`src/rtl/secuenciador_corrimiento.sv`:
```
// -----------------------------------------------------------------------------
// secuenciador_corrimiento
//
// Sequencing stage for an external N-bit combinational shift unit that moves
// data by one bit per application. An operand, an operation code and a step
// count are captured on `start`. The working register then feeds the unit's F
// input once per clock, and the unit's S output is written back, until the
// requested number of steps has run. This turns the 1-bit-per-step unit into
// multi-bit shifts and rotates.
//
// Ports
//   clk        in   system clock, rising edge
//   rst_n      in   asynchronous reset, active low
//   start      in   request; sampled only while idle
//   dato_in    in   [N]   operand, captured with start
//   op         in   [3]   shift-unit operation code, captured with start
//   cant       in   [CW]  number of unit applications, captured with start
//   F_u        out  [N]   to shift unit F (the working register)
//   H_u        out  [3]   to shift unit H (000 = transfer while not shifting)
//   S_u        in   [N]   from shift unit S (combinational from F_u/H_u)
//   resultado  out  [N]   final word; valid with fin, held until next completion
//   ocupado    out  high while an operation is in progress (SHIFT and DONE)
//   fin        out  one-cycle completion pulse
// -----------------------------------------------------------------------------
module secuenciador_corrimiento #(
  parameter int N  = 4,
  parameter int CW = 3
) (
  input  logic          clk,
  input  logic          rst_n,
  input  logic          start,
  input  logic [N-1:0]  dato_in,
  input  logic [2:0]    op,
  input  logic [CW-1:0] cant,
  output logic [N-1:0]  F_u,
  output logic [2:0]    H_u,
  input  logic [N-1:0]  S_u,
  output logic [N-1:0]  resultado,
  output logic          ocupado,
  output logic          fin
);

  typedef enum logic [1:0] {
    IDLE  = 2'd0,
    SHIFT = 2'd1,
    DONE  = 2'd2
  } state_e;

  state_e        state_q, state_d;
  logic [N-1:0]  reg_q;        // working word, feeds the unit
  logic [2:0]    op_q;         // captured operation code
  logic [CW-1:0] cnt_q;        // remaining unit applications
  logic [N-1:0]  resultado_q;  // final word

  logic          last_step;    // this SHIFT edge performs the final application

  assign last_step = (cnt_q <= CW'(1));

  // ---------------------------------------------------------------------------
  // State register
  // ---------------------------------------------------------------------------
  // NOTE: sequential state uses non-blocking assignments so every flop samples
  // the pre-edge values, independent of process ordering.
  always_ff @(posedge clk or negedge rst_n) begin
    if (!rst_n) begin
      state_q <= IDLE;
    end else begin
      state_q <= state_d;
    end
  end

  // ---------------------------------------------------------------------------
  // Next-state logic
  // ---------------------------------------------------------------------------
  // NOTE: the default assignment at the top keeps this block free of inferred
  // latches when a branch does not assign state_d.
  always_comb begin
    state_d = state_q;
    unique case (state_q)
      IDLE: begin
        if (start) begin
          state_d = (cant == '0) ? DONE : SHIFT;
        end
      end
      SHIFT: begin
        if (last_step) begin
          state_d = DONE;
        end
      end
      DONE:    state_d = IDLE;
      default: state_d = IDLE;
    endcase
  end

  // ---------------------------------------------------------------------------
  // Output logic
  // ---------------------------------------------------------------------------
  always_comb begin
    ocupado = 1'b0;
    fin     = 1'b0;
    H_u     = 3'b000;
    unique case (state_q)
      IDLE: ;
      SHIFT: begin
        ocupado = 1'b1;
        H_u     = op_q;
      end
      DONE: begin
        ocupado = 1'b1;
        fin     = 1'b1;
      end
      default: ;
    endcase
  end

  assign F_u       = reg_q;
  assign resultado = resultado_q;

  // ---------------------------------------------------------------------------
  // Datapath registers
  //
  // resultado_q is loaded on the edge that enters DONE, so the final word is
  // already visible while fin is high: from S_u on the last SHIFT edge, or
  // straight from dato_in when a zero-step request goes IDLE -> DONE.
  // ---------------------------------------------------------------------------
  always_ff @(posedge clk or negedge rst_n) begin
    if (!rst_n) begin
      reg_q       <= '0;
      op_q        <= 3'b000;
      cnt_q       <= '0;
      resultado_q <= '0;
    end else begin
      unique case (state_q)
        IDLE: begin
          if (start) begin
            reg_q <= dato_in;
            op_q  <= op;
            cnt_q <= cant;
            if (cant == '0) begin
              resultado_q <= dato_in;
            end
          end
        end
        SHIFT: begin
          reg_q <= S_u;
          cnt_q <= cnt_q - CW'(1);
          if (last_step) begin
            resultado_q <= S_u;
          end
        end
        DONE: ;
        default: ;
      endcase
    end
  end

endmodule

```
`config.mk`:
```
export PLATFORM = sky130hd
export DESIGN_NAME = secuenciador_corrimiento
export DESIGN_NICKNAME = d
export VERILOG_FILES = /design/src/rtl/secuenciador_corrimiento.sv
export SDC_FILE = /design/constraint.sdc
export NUM_CORES = 1
export LEC_CHECK = 0
export CAP_MARGIN = 20
export CORE_MARGIN = 4
export CORE_UTILIZATION = 35
export DETAILED_ROUTE_END_ITERATION = 16
export SLEW_MARGIN = 20
export SYNTH_ARGS = -nofsm -noshare
export SYNTH_HDL_FRONTEND = slang
export SYNTH_SLANG_ARGS = --single-unit
```
`constraint.sdc`:
```
create_clock -name clk -period 4.51 [get_ports clk]
set_input_delay 0.902 -clock clk [delete_from_list [all_inputs] [get_ports clk]]
set_output_delay 0.902 -clock clk [all_outputs]
set_load 0.02 [all_outputs]
```
==> Yosys cells after proc, flatten, opt, wreduce, memory -nomap -nowiden <==
Index checks and enable logic that the tools add are counted.
{ "word_totals": {"regBits": 16, "out_inout_bits": 13, "wordCells": 35} }
{ "op_classes": {"n_lt_le_gt_ge": 1, "muxes": 15, "eq_ne": 5, "addsub": 1, "n_reduce_logical": 8} }
{ "op_table": {"columns": ["operator", "n"], "rows": [
  ["two-way mux 4 bit", 4],
  ["case mux 4 bit (2 select lines)", 2],
  ["two-way mux 2 bit", 3],
  ["two-way mux 3 bit", 2],
  ["inequality test 2 bit (second input constant)", 3],
  ["case mux 3 bit (2 select lines)", 1],
  ["AND reduction 2 bit", 3],
  ["case mux 2 bit (2 select lines)", 1],
  ["AND reduction 4 bit", 1],
  ["<= comparator 3 x 1 -> 1 bit (second input constant)", 1],
  ["zero test 3 bit", 1],
  ["subtractor 3 x 1 -> 3 bit (second input constant)", 1],
  ["equality test 2 x 1 -> 1 bit (second input constant)", 1],
  ["equality test 2 bit (second input constant)", 1],
  ["zero test 2 bit", 1],
  ["two-way mux 1 bit", 2],
  ["nonzero test 2 bit", 1],
  ["OR reduction 2 bit", 1]
]} }

==> Depth between registers and ports, before layout <==
{ "depth": {"depth_word": 4, "mapped_depth": 7, "depth_no_buf": 6} }

==> Least setup slack after synthesis <==
OpenSTA, ideal clock, no wires.
{ "synth_path": {"path_kind": "register to output", "from": "reg state_q[1]", "to": "out H_u[0]", "path_buffers": 2, "arrival_time_ns": 1.051, "stages_incl_launch_ff": 6, "t_required_ns": 3.608, "path_slack_ns": 2.557, "path_cell_list": "dfrtp_1 -> inv_1 -> ha_1 -> buf_6 -> buf_6 -> and2_1"} }
{ "synth_via": {"elab_chain_len": 2} }
{ "synth_lines": {"columns": ["element", "line", "text"], "rows": [
  ["from (decl)", "49", "state_e state_q, state_d;"],
  ["from (signal assigned)", "68", "state_q <= state_d;"],
  ["equality test 2 x 1 -> 1 bit", "102", "unique case (state_q)"],
  ["two-way mux 3 bit", "102", null],
  ["to (decl)", "36", "output logic [2:0] H_u,"]
]} }
No other way between the ends.

==> Final worst setup path <==
{ "layout_path": {"from": "reg state_q[1]", "to": "out H_u[2]"} }
Same word-level chain as after synthesis.

==> flow_metrics.py <==
metrics = {
    "outcome": {
        "status": "completed",
    },
    "clock_tree": {
        "postCtsHoldBufs": 0,
        "clk-insertion-delay-late_ps": 280,
        "cts.path.max_buffers": 2,
        "post_cts_resized": 0,
        "clkTransAtPathRegs_ps": 90,
        "postCtsSetupRepairBufs": 0,
        "cts_sinks": 16,
        "htree_levels": 1,
        "clockRootBuffer": "clkbuf_4",
        "cts-buffers-inserted": 3,
        "cts_tree": "done",
    },
    "job": {
        "drv_cap": 0,
    },
    "pwr": {
        "power.density_nw_per_um2": 736,
        "power.leakage_nw": 0.516,
        "peakVddDrop_mv": 0.396,
    },
    "routing": {
        "firstDrtPassIters": 4,
        "avgViaCountPerCell": 5.02,
        "route.detailed.drc": 0,
        "ant_nets": 0,
        "via_count": 688,
        "drt_iter0_drc": 8,
        "totalWireLength_mm": 1.78,
        "routedWlPerCell_um": 13.0,
    },
    "yosys": {
        "synthFlopType": "dfrtp_1",
        "syn_avg_cell_area_um2": 11.9,
        "synth_top_area_share_pct": 43.2,
        "yosys_warnings": 0,
        "synth_top_area_cell": "dfrtp_1",
        "synth-edff-count": 0,
        "netlist_instances": 78,
        "synth_cell_types": 28,
        "synth_most_common_cell": "dfrtp_1",
        "ys_ff_latch": 16,
        "synth-async-reset-ratio_pct": 100,
        "synth.net_count": 100,
        "synth_common_cells": "dfrtp_1 (16), mux2_2 (10), ha_1 (5), inv_1 (5), a21oi_1 (4)",
        "synthTopCellsByArea": "dfrtp_1 (43%), mux2_2 (12%), ha_1 (6.7%), mux2_4 (4.9%), buf_6 (2.4%)",
        "syn_area_um2": 927,
        "seq_area_frac_synth_pct": 43.2,
    },
    "global_route": {
        "antenna_found_initial": 0,
        "grt_first_pass_wirelength_mm": 3.15,
        "grt_pass1_vias": 727,
        "grt_max_degree": 17,
        "grtUsageTotal_pct": 12.0,
        "gr-total-overflow": 0,
    },
    "floorplan": {
        "boundaryPins": 30,
        "design.core.area_um2": 2500,
        "fp.dieH_um": 59.5,
        "die_x_um": 59.5,
        "dieArea_um2": 3540,
        "rows": 18,
        "initial_core_util_pct": 37.1,
    },
    "cells_and_area": {
        "nets": 131,
        "syn_to_final_growth_pct": 34.5,
        "nFillCells": 239,
        "fin_util_pct": 49.9,
        "antenna_cells": 0,
        "final_layout_size_suffix_gt1_share_pct": 22.4,
    },
    "worst_setup_path": {
        "r2r-start": "state_q[1]",
        "path_cells": "inv_1, ha_1, and2_1, clkdlybuf4s50_1",
        "endpoint_kind": "primary output",
        "r2r_slack_ps": 2500,
        "crit_buf_inv": 2,
        "cp.arrival_ps": 2150,
        "critPathMaxStageDelay_ps": 600,
        "cp_top_family": "buffers and inverters",
        "required_ps": 3610,
        "critical_path_class": "reg2out",
        "cp_max_fo": 16,
        "crit_slowest_cell": "clkdlybuf4s50_1",
        "rr_worst_depth": 6,
        "crit_path_start_kind": "flip-flop",
        "r2r-end": "resultado[3]",
    },
    "hold_path": {
        "min_from": "op_q[0]",
        "min_path_type": "reg2reg",
        "hold_path_end": "op_q[0]",
        "whs_path_depth": 1,
    },
    "sta": {
        "finalCriticalPeriod_ps": 3050,
        "fmax_mhz": 328,
        "hold_viol_final": 0,
        "slew_violations": 0,
        "timing.final.crit_share_pct": 67.6,
        "worst_slew_pin_slew_ps": 712,
        "finClkSkew_ps": 2.77,
        "finalSetupViolations": 0,
        "rsz0062_at_grt": "no",
        "fin_tns_setup_ps": 0,
        "slew_headroom_pct": 52.4,
    },
    "placed_design": {
        "portBuffers": 29,
        "place.gp.congestion": 0.737,
        "dp.final_hpwl_mm": 1.41,
    },
}
-- layer usage --
layer  track usage [%]  wire, µm  part of all wire, %  up-vias
li1                  -         -                    -      338
met2              20.4       912                   51       13
met3              2.83        70                  3.9        4
met4              6.80        35                  2.0        0
met1              13.6       758                   43      333
met5                 0         0                    0        -
-- worst reg2reg max path: stages, from the launching register on --
cell and delay (ps):
dfrtp_1 400, inv_1 90, ha_1 560, nor2b_4 280, a21oi_2 50, nor2_4 180
mux2_1 340
-- cells by family after synthesis --
| logic type | count (synthesis) | share of synthesized area [%] |
|---|---|---|
| fa+ha+maj | 5 | 6.75 |
| flops | 16 | 43.2 |
| buf+inv | 9 | 5.67 |
| mux | 15 | 19.4 |
| compound gates | 17 | 14.0 |
| simple gates | 16 | 10.9 |
-- flip-flops by register name (all words and copies together), names as in the netlist --
name	count
state_q	2
resultado	4
op_q	3
F_u	4
cnt_q	3
-- cells in the final DEF (no fill, tap or decap) --
cell type,synthesis,final
a21oi_1,4,4
a21oi_2,2,2
and2_1,3,3
clkbuf_4,0,3
clkdlybuf4s50_1,0,29
dfrtp_1,16,16
ha_1,5,5
inv_1,5,5
inv_2,1,1
mux2_1,2,2
mux2_2,10,10
mux2_4,3,3
nand2_1,3,3
nand2b_2,1,1
nand3_1,2,2
nor2_1,3,3
nor2_4,1,1
nor2b_1,1,1
nor2b_4,1,1
nor3_2,1,1
o211ai_4,1,1
o21ai_0,2,2
o21bai_1,1,1
o221ai_1,1,1
o22a_1,1,1
o22ai_1,2,2
o2bb2ai_1,1,1
o31ai_1,2,2
-- worst max-delay path by stage --
stage | from | end | slack, ps | cells past startpoint
after global placement | state_q[1] | H_u[2] | 1760 | 4
final | state_q[1] | H_u[2] | 1460 | 4
after global routing | state_q[1] | H_u[1] | 1290 | 4
after floorplan | state_q[1] | H_u[0] | 2560 | 5
after detailed placement | state_q[1] | H_u[0] | 1750 | 4
after CTS | state_q[1] | H_u[2] | 1410 | 4
-- per-stage QoR --
| step | std cells | setup slack, ps | cell area [µm²] | total power, mW | hold slack [ps] |
|---|---|---|---|---|---|
| final | 137 | 1460 | 1250 | 0.918 | 503 |
| after global routing | 137 | 1290 | 1250 | 0.996 | 530 |
| after CTS | 137 | 1410 | 1250 | 0.933 | 508 |
| after detailed placement | 134 | 1750 | 1220 | 0.856 | 488 |
| after global placement | 134 | 1760 | 1220 | 0.845 | 473 |
| after floorplan | 78 | 2560 | 927 | 0.685 | 471 |
-- area by class of cell --
class	instances	area [µm²]	share of cell area (%)
Timing Repair Buffer	29	290	23.3
Multi-Input combinational cell	53	474	38.0
Clock buffer	3	22.5	1.81
Inverter	6	22.5	1.81
Tap cell	30	37.5	3.01
Sequential cell	16	400	32.1
-- power breakdown --
| part | leakage (nW) | internal [mW] | switching, mW | total [mW] |
|---|---|---|---|---|
| Clock | 0.0138 | 0.0310 | 0.0423 | 0.0732 |
| Combinational | 0.313 | 0.292 | 0.288 | 0.580 |
| Sequential | 0.189 | 0.218 | 0.0466 | 0.265 |
Note: power is estimated with default switching activity, not from simulation.
